## src/rtl/audacq_fifo_ctrl.sv

```systemverilog
// ============================================================================
// audacq_fifo_ctrl : bus slave sequencing the audio acquisition core and
//                    buffering its 24-bit samples in a FIFO (DR/CR/SR regs).
// Optional feature macro: AUDACQ_FIFO_IRQ_EN (level/overflow interrupt).
// Revision: 1.0
// ============================================================================
`default_nettype none

`ifndef ADA_VA_WIDTH
`define ADA_VA_WIDTH 16
`endif
`ifndef BUS_ACC_WIDTH
`define BUS_ACC_WIDTH 2
`endif
`ifndef BUS_ACC_4B
`define BUS_ACC_4B 2'd2
`endif
`ifndef BUS_WIDTH
`define BUS_WIDTH 32
`endif

module audacq_fifo_ctrl #(
  parameter int DEPTH_LOG2 = 4
) (
  input  logic                      clk,
  input  logic                      rstn,
  input  logic [`ADA_VA_WIDTH-1:0]  addr,
  input  logic                      w_rb,
  input  logic [`BUS_ACC_WIDTH-1:0] acc,
  output logic [`BUS_WIDTH-1:0]     rdata,
  input  logic [`BUS_WIDTH-1:0]     wdata,
  input  logic                      req,
  output logic                      resp,
  output logic                      fault,
  output logic                      acq_rstn,
  input  logic                      arrive,
  input  logic [23:0]               sample,
  output logic                      irq
);

  localparam int c_DEPTH = 1 << DEPTH_LOG2;
  localparam int c_LVL_W = DEPTH_LOG2 + 1;
  localparam logic [c_LVL_W-1:0] c_FULL_LVL = c_LVL_W'(c_DEPTH);
  localparam logic [`ADA_VA_WIDTH-1:0] c_ADDR_DR = `ADA_VA_WIDTH'(0);
  localparam logic [`ADA_VA_WIDTH-1:0] c_ADDR_CR = `ADA_VA_WIDTH'(4);
  localparam logic [`ADA_VA_WIDTH-1:0] c_ADDR_SR = `ADA_VA_WIDTH'(8);

  logic [23:0]           r_mem [c_DEPTH];
  logic [DEPTH_LOG2-1:0] r_wptr;
  logic [DEPTH_LOG2-1:0] r_rptr;
  logic [c_LVL_W-1:0]    r_level;
  logic                  r_en;
  logic [7:0]            r_thr;
  logic                  r_ovr;
  logic                  r_resp;
  logic [31:0]           r_rdata;
  logic                  r_irq;

  logic        w_is_dr, w_is_cr, w_is_sr;
  logic        w_invalid, w_accept, w_rd, w_wr;
  logic        w_empty, w_full, w_clr, w_pop;
  logic        w_arr_en, w_push, w_ovr_set, w_irqp;
  logic [7:0]  w_level8;
  logic [31:0] w_rd_word;
  logic        w_unused_wdata;

  assign w_is_dr   = (addr == c_ADDR_DR);
  assign w_is_cr   = (addr == c_ADDR_CR);
  assign w_is_sr   = (addr == c_ADDR_SR);
  assign w_invalid = !(w_is_dr || w_is_cr || w_is_sr) || (acc != `BUS_ACC_4B) ||
                     (w_rb && !w_is_cr);
  assign w_accept  = req && !w_invalid;
  assign w_rd      = w_accept && !w_rb;
  assign w_wr      = w_accept && w_rb;
  assign fault     = req && w_invalid;

  assign w_empty   = (r_level == '0);
  assign w_full    = (r_level == c_FULL_LVL);
  assign w_level8  = 8'(r_level);
  assign w_clr     = w_wr && wdata[1];
  assign w_pop     = w_rd && w_is_dr && !w_empty;

  // A clear in flight discards any arriving sample without counting it as overflow.
  assign w_arr_en  = arrive && r_en && !w_clr;
  assign w_push    = w_arr_en && (!w_full || w_pop);
  assign w_ovr_set = w_arr_en && w_full && !w_pop;

`ifdef AUDACQ_FIFO_IRQ_EN
  assign w_irqp = (r_en && (r_thr != 8'd0) && (w_level8 >= r_thr)) || r_ovr;
`else
  assign w_irqp = 1'b0;
`endif

  always_comb begin
    w_rd_word = 32'h0;
    if (w_is_dr) begin
      if (!w_empty) w_rd_word = {1'b1, 7'b0, r_mem[r_rptr]};
    end else if (w_is_cr) begin
      w_rd_word = {16'b0, r_thr, 7'b0, r_en};
    end else if (w_is_sr) begin
      w_rd_word = {20'b0, w_irqp, r_ovr, w_full, w_empty, w_level8};
    end
  end

  always_ff @(posedge clk or negedge rstn) begin
    if (!rstn) begin
      r_wptr  <= '0;
      r_rptr  <= '0;
      r_level <= '0;
      r_en    <= 1'b0;
      r_thr   <= 8'd0;
      r_ovr   <= 1'b0;
      r_resp  <= 1'b0;
      r_rdata <= 32'h0;
      r_irq   <= 1'b0;
    end else begin
      r_resp <= w_accept;
      r_irq  <= w_irqp;
      if (w_rd) r_rdata <= w_rd_word;
      if (w_wr) begin
        r_en  <= wdata[0];
        r_thr <= wdata[15:8];
      end
      if (w_clr) begin
        r_wptr  <= '0;
        r_rptr  <= '0;
        r_level <= '0;
      end else begin
        if (w_push) r_wptr <= r_wptr + DEPTH_LOG2'(1);
        if (w_pop)  r_rptr <= r_rptr + DEPTH_LOG2'(1);
        if (w_push && !w_pop)      r_level <= r_level + c_LVL_W'(1);
        else if (w_pop && !w_push) r_level <= r_level - c_LVL_W'(1);
      end
      // A fresh overflow wins over the read-to-clear so it is never lost.
      if (w_ovr_set)             r_ovr <= 1'b1;
      else if (w_rd && w_is_sr)  r_ovr <= 1'b0;
    end
  end

  always_ff @(posedge clk) begin
    if (w_push) r_mem[r_wptr] <= sample;
  end

  assign w_unused_wdata = ^{wdata[`BUS_WIDTH-1:16], wdata[7:2]};

  assign rdata    = r_rdata;
  assign resp     = r_resp;
  assign acq_rstn = r_en;
  assign irq      = r_irq;

endmodule

`default_nettype wire

```

## config.mk

```make
export PLATFORM = sky130hd
export DESIGN_NAME = audacq_fifo_ctrl
export DESIGN_NICKNAME = d
export VERILOG_FILES = /design/src/rtl/audacq_fifo_ctrl.sv
export SDC_FILE = /design/constraint.sdc
export NUM_CORES = 1
export LEC_CHECK = 0
export ABC_AREA = 1
export BUFFER_PORTS_ARGS = -buffer_cell sky130_fd_sc_hd__clkbuf_2
export CORE_MARGIN = 8
export CORE_UTILIZATION = 46
export CTS_CLUSTER_DIAMETER = 120
export DETAILED_ROUTE_END_ITERATION = 8
export PLACE_DENSITY = 0.67
export SLEW_MARGIN = 0
export SYNTH_ARGS = -nofsm -noshare
export SYNTH_HDL_FRONTEND = slang
export SYNTH_SLANG_ARGS = --single-unit
```

## constraint.sdc

```tcl
create_clock -name clk -period 3.3 [get_ports clk]
set_clock_uncertainty 0.1 [all_clocks]
set_input_delay 0 -clock clk [delete_from_list [all_inputs] [get_ports clk]]
set_output_delay 0 -clock clk [all_outputs]
set_load 0.02 [all_outputs]
```

==> impl_metrics.toml, run 1 <==
[yosys]
async_flop_share_pct = 11.3
synthTopCellsByCount = "edfxtp_1 (384), nand2_1 (208), o21ai_0 (147)"
synth_edf_count = 384
synthTopCellsByArea = "edfxtp_1 (66%), dfrtp_1 (7.0%), nand2_1 (4.5%)"
syn_inst = 1371
synth_seq_area_share_pct = 72.9
ys_types = 49
ys_ff_latch = 433
yosys_warnings = 0
yosys.area.top_type = "edfxtp_1"
yosysMostFrequentCell = "edfxtp_1"
syn_area_um2 = 17500
syn_avg_cell_area_um2 = 12.8
synth-main-ff-cell = "edfxtp_1"
synth_largest_type_area_fraction_pct = 65.9

[final_layout]
syn2layout_area_growth_pct = 19.0
fillers = 3011
stdcell_area_um2 = 20800
multi_input_area_um2 = 4280
seq_area_um2 = 12800
drive_gt1_share_pct = 16.7
postLayoutCoreUtil_pct = 55.4
num-nets-final = 1620

[route]
via_count = 11500
vias_per_cell = 5.55
drt_iter0_markers = 1314
detail_route.wirelength_um = 43700
maxUsedRoutingLayer = "met4"
dr.pass1.iters = 5
routedWlPerCell_um = 21.0
wl_met3_um = 3510
wl_met1_um = 18000
postRouteAntennaNets = 0
route.met2.wl_um = 21100
drc = 0

[timing]
rsz0062_at_grt = "false"
slew_violations = 0
tns_ns = 0
finalSetupViolCount = 0
slew_headroom_pct = 37.1
finalHoldViolations = 0
finalCritPeriodShare_pct = 83.3
period_needed_ns = 2.75
tightest_slew_ns = 0.944
fmax_mhz = 364

[worst_setup_path]
r2r_slack_ns = 0.55
regToRegStartpoint = "r_rptr[2]"
worst-r2r-cell-count = 8
crit_type = "register to register"
max_stage_delay_ns = 0.73
required_ns = 3.67
critPathMaxFanout = 23
cpMaxStageDelayCell = "dfrtp_1"
critPathCaptureType = "register"
worstSetupStartpointType = "register"
cp.arrival_ns = 3.12
worstPathCellList = "nand2_1 -> buf_4 -> a21oi_1 -> a221oi_1 -> o21ai_0 -> o21ai_0 -> nand2_1 -> nand3_1"
crit_path_end = "rdata[15]"
reg2reg_to = "rdata[15]"
setup.worst_path.start = "r_rptr[2]"

[power]
ir_drop_mv = 0.323
pwr-share-clk_pct = 44.1
switchingPower_mw = 2.11
p_leak_nw = 7.59
swShare_pct = 19.3
power_mw = 11.0
seqPwrFrac_pct = 54.4
p_int_mw = 8.86
cellPowerDensity_nw_per_um2 = 527
power_frac_comb_pct = 1.6

[grt]
grt_max_degree = 91
first_global_vias = 11500
grt_util_all_layers_pct = 19.6
grt_remaining_overflow = 0
grt_pass1_wl_um = 67400
antenna_found_initial = 2

[clock_network]
cts.clk_slew.worst_paths_ns = 0.06
clock_path_buffers = 3
cts_resized = 0
cts-root-buf = "clkbuf_16"
postCtsSetupBuffers = 0
numClockSinks = 433
htree_num_levels = 2
cts_tree = "yes"
cts_made_buffers = 44
clkLatencyLatePin_ns = 0.54

[placement]
dp.final_hpwl_um = 25900
port_buffers = 84
postPlaceCellArea_um2 = 18800
routabilityCongestion = 0.821

[floorplan]
dieArea_um2 = 44500
start_util_pct = 46.6
pin_count = 115
rows = 71
die_w_um = 211
die_h_um = 211
core-area_um2 = 37600

[hold_path]
hold_path.class = "primary input to async pin"

[outcome]
status = "completed"

[flow_run]
cap_violations = 0
metrics by stage:
step | cells | hold slack, ns | worst slack [ns]
floorplan | 1378 | -0.396 | 0.328
global placement | 1941 | 0.0396 | 0.631
detailed placement | 1941 | 0.0603 | 0.603
CTS | 2076 | 0.0132 | 0.593
global route | 2077 | 0.0524 | 0.306
finish | 2078 | 0.0120 | 0.551
kinds of logic after synthesis:
group / after synthesis / share of synthesized area [%]
simple gates: 458 / 11.5
flops: 433 / 72.9
compound gates: 322 / 11.1
buf+inv: 142 / 3.46
fa+ha+maj: 10 / 0.758
xor+xnor: 5 / 0.250
other cells: 1 / 0.0214
power by group through the flow:
stage | logic [mW] | registers [mW] | clock network (mW)
floorplan | 0.0299 | 6.08 | 0
global placement | 0.129 | 6.08 | 0
detailed placement | 0.135 | 6.08 | 0
CTS | 0.176 | 5.96 | 4.92
global route | 0.194 | 5.96 | 5.12
finish | 0.174 | 5.96 | 4.83
layer usage:
metal,vias to the layer above,global-route usage (%)
li1,5334,-
met1,5650,26.6
met2,470,32.0
met3,75,3.20
met4,0,6.32
met5,-,0
layout make-up:
class | count | share of cell area, %
well taps | 511 | 3.07
clock buffers | 53 | 5.60
repair buffers | 194 | 7.25
inverters | 55 | 1.02
clock inverters | 27 | 1.17
multi-input cells | 803 | 20.6
diodes | 2 | 0.0240
flip-flops and latches | 433 | 61.3
repair_timing:
| action | 4_1_cts | 5_1_grt |
|---|---|---|
| hold endpoints to repair | 439 | 0 |
| endpoints found under the setup margin | 0 | 0 |
| hold buffers | 55 | 0 |
state kept, by name, summed over array words and instances, names as in the netlist:
register,flops
r_ovr,1
resp,1
r_mem,384
r_thr,8
rdata,25
acq_rstn,1
r_level,5
r_wptr,4
r_rptr,4
cells in the final DEF, fill, tap and decap left out, types with 5 or more instances in the layout:
cell type        n
inv_1           51
nor2_1         117
buf_4           45
ha_1             9
dfrtp_1         47
o221ai_1        28
a21oi_1         65
dlygate4sd3_1   55
o22ai_1         15
clkbuf_1         7
conb_1           8
nand2_2          6
clkinv_1         7
nand4_1         15
clkinv_2        13
a221oi_1        12
xor2_1           5
o31ai_2          5
nand2_1        208
buf_12          10
o21ai_1          6
nor2_2           7
clkbuf_2        84
nand3_1         72
nor2_4          20
o21ai_0        147
edfxtp_1       384
o211ai_1         8
a31oi_1         15
clkbuf_16       45
critical path, delay by kind of cell (launching register included):
| family | cells | cell delay (ns) |
|---|---|---|
| compound gates | 4 | 0.84 |
| flops | 1 | 0.73 |
| simple gates | 3 | 0.61 |
| buf+inv | 1 | 0.37 |
worst min-delay path by stage:
stage	from	end	slack (ns)
floorplan	rstn	acq_rstn	-0.40
global placement	rstn	rdata[18]	0.04
detailed placement	rstn	rdata[18]	0.06
CTS	acc[0]	rdata[8]	0.01
global route	addr[0]	rdata[8]	0.05
finish	rstn	rdata[18]	0.01
Note: power is estimated with default switching activity, not from simulation.
==> run 2, diff against run 1 <==
--- a/config.mk
+++ b/config.mk
@@ -5,13 +5,13 @@
 export SDC_FILE = /design/constraint.sdc
 export NUM_CORES = 1
 export LEC_CHECK = 0
-export ABC_AREA = 1
+export ABC_AREA = 0
 export BUFFER_PORTS_ARGS = -buffer_cell sky130_fd_sc_hd__clkbuf_2
 export CORE_MARGIN = 8
 export CORE_UTILIZATION = 46
 export CTS_CLUSTER_DIAMETER = 120
 export DETAILED_ROUTE_END_ITERATION = 8
-export PLACE_DENSITY = 0.67
+export PLACE_DENSITY = 0.7
 export SLEW_MARGIN = 0
 export SYNTH_ARGS = -nofsm -noshare
 export SYNTH_HDL_FRONTEND = slang
==> constraint.sdc (replaced) <==
create_clock -name clk -period 2.3 [get_ports clk]
set_clock_uncertainty 0.1 [all_clocks]
set_input_delay 0 -clock clk [delete_from_list [all_inputs] [get_ports clk]]
set_output_delay 0 -clock clk [all_outputs]
set_load 0.02 [all_outputs]
==> impl_metrics.toml, run 2 <==
[outcome]
status = "finished with violations"
violations = "setup timing"

[power]
cellPowerDensity_nw_per_um2 = 714
power_mw = 15.5
seqPwrFrac_pct = 55.1
pwr-share-clk_pct = 43.3
p_int_mw = 12.6
switchingPower_mw = 2.99
power_frac_comb_pct = 1.7
p_leak_nw = 7.61
ir_drop_mv = 0.605
swShare_pct = 19.2

[timing]
slew_violations = 0
tightest_slew_ns = 0.920
tns_ns = -63.82
finalHoldViolations = 0
period_needed_ns = 2.56
finalCritPeriodShare_pct = 111
hold_slack_ns = 0.0427
fmax_mhz = 391
worst_slack_ns = -0.261
finalSetupViolCount = 387
slew_headroom_pct = 38.7
rsz0062_at_grt = "true"

[worst_setup_path]
critPathMaxFanout = 9
cp.arrival_ns = 2.70
critPathCaptureType = "register"
required_ns = 2.44
r2r_slack_ns = -0.26
worstSetupStartpointType = "register"
crit_type = "register to register"

[yosys]
ys_types = 57
ys_ff_latch = 433
async_flop_share_pct = 11.3
yosys_warnings = 0
synth_seq_area_share_pct = 74.4
synth-main-ff-cell = "edfxtp_1"
syn_area_um2 = 17200
yosys.area.top_type = "edfxtp_1"
syn_inst = 879
synth_edf_count = 384
yosysMostFrequentCell = "edfxtp_1"
synthTopCellsByCount = "edfxtp_1 (384), mux4_2 (91), nand2_1 (53)"
synth_largest_type_area_fraction_pct = 67.2
syn_avg_cell_area_um2 = 19.5
synthTopCellsByArea = "edfxtp_1 (67%), mux4_2 (12%), dfrtp_1 (7.1%)"

[clock_network]
clkLatencyLatePin_ns = 0.54
clock_path_buffers = 3
cts_made_buffers = 43
htree_num_levels = 2
cts.clk_slew.worst_paths_ns = 0.06
cts-root-buf = "clkbuf_16"
cts_tree = "yes"
numClockSinks = 433

[final_layout]
largest_reg_flops = 384
syn2layout_area_growth_pct = 26.9
stdcell_area_um2 = 21800
most-common-layout-cells = "edfxtp_1 (384), mux4_2 (91), clkbuf_2 (83), buf_4 (69), nand2_1 (50)"
num-nets-final = 1242
antenna_cells = 0
layout_commonest_cell = "edfxtp_1"
drive_gt1_share_pct = 36.8
fillers = 2572
postLayoutCoreUtil_pct = 59.3
final_cells = 1651
top_register = "r_mem"

[route]
postRouteAntennaNets = 0
vias_per_cell = 5.85
dr.pass1.iters = 5
drc = 0
routedWlPerCell_um = 25.7
via_count = 9656
drt_iter0_markers = 1048
detail_route.wirelength_um = 42400

[floorplan]
start_util_pct = 46.7
dieArea_um2 = 43700
pin_count = 115
die_w_um = 209
die_h_um = 209
core-area_um2 = 36700
rows = 70

[grt]
grt_util_all_layers_pct = 18.9
first_global_vias = 9843
grt_remaining_overflow = 0
grt_max_degree = 45
antenna_found_initial = 1
grt_pass1_wl_um = 62400

[placement]
port_buffers = 84
routabilityCongestion = 0.858
postPlaceCellArea_um2 = 19400
dp_slack_ns = -0.288
dp.final_hpwl_um = 25600
dp_cells = 1504

[flow_run]
cap_violations = 0

[hold_path]
hold_path.class = "primary input to register"
run 2: changes by cell type after synthesis, sizes merged, moves of 13 or more:
| cell | before | now |
|---|---|---|
| o21ai | 153 | 16 |
| inv | 53 | 5 |
| o22ai | 15 | 1 |
| o221ai | 28 | 0 |
| nand2 | 218 | 53 |
| clkbuf | 56 | 24 |
| nand3 | 73 | 16 |
| a21oi | 65 | 7 |
| nor2 | 145 | 31 |
| mux2i | 0 | 22 |
| nand4 | 18 | 2 |
| a31oi | 15 | 2 |
| mux4 | 0 | 91 |
| a22oi | 0 | 15 |
run 2: final cells by class:
class / instances / area [um^2] / area share (%)
flip-flops and latches: 433 / 12800 / 58.6
well taps: 468 / 586 / 2.69
multi-input cells: 397 / 4330 / 19.9
repair buffers: 273 / 2730 / 12.6
inverters: 5 / 18.8 / 0.0862
clock inverters: 25 / 225 / 1.03
clock buffers: 50 / 1110 / 5.11
run 2: timing repair:
action                     4_1_cts  5_1_grt
setup endpoints to repair      387      400
cloned                           5        5
hold buffers                    46        0
hold endpoints to repair       438        0
buffers inserted                12       11
resized for setup               32       20
pin swaps                        5        4
run 2: cell families (layout without fill, tap and decap cells):
logic type / count (synthesis) / in the layout / share of synthesized area, %
simple gates: 167 / 167 / 5.43
buf+inv: 56 / 353 / 1.50
flops: 433 / 433 / 74.4
mux: 123 / 123 / 13.9
compound gates: 86 / 86 / 3.87
xor+xnor: 3 / 3 / 0.153
fa+ha+maj: 10 / 10 / 0.773
other cells: 1 / 8 / 0.0219
run 2: final timing paths:
path,cells after the start,end,startpoint
worst max-delay path,9,r_mem[12][14],r_level[2]
worst min-delay path,6,r_ovr,addr[2]
worst max register to register,9,r_mem[12][14],r_level[2]
worst min register to register,2,rdata[19],rdata[19]
max in group asynchronous,3,rdata[7],rstn
min in group asynchronous,2,rdata[31],rstn
run 2: worst max-delay path, cell delays in order (launching register included):
cell	delay, ns
dfrtp_1	0.38
nor4_4	0.07
buf_4	0.15
a2111oi_4	0.37
a31oi_2	0.17
nor3_4	0.21
buf_6	0.14
clkbuf_16	0.12
and4_4	0.35
buf_16	0.19
run 2: routing by layer:
metal / track usage, % / share of wire, %
met5: 0 / 0.031
met4: 4.08 / 1.9
met3: 3.83 / 7.0
met2: 31.7 / 50
met1: 25.3 / 41
run 2: power groups by stage:
stage / clock network, mW / logic [mW] / registers (mW)
after floorplan: 0 / 0.0373 / 8.73
after global placement: 0 / 0.195 / 8.72
after detailed placement: 0 / 0.203 / 8.72
after CTS: 6.79 / 0.262 / 8.56
after global routing: 7.13 / 0.289 / 8.55
final: 6.72 / 0.263 / 8.56
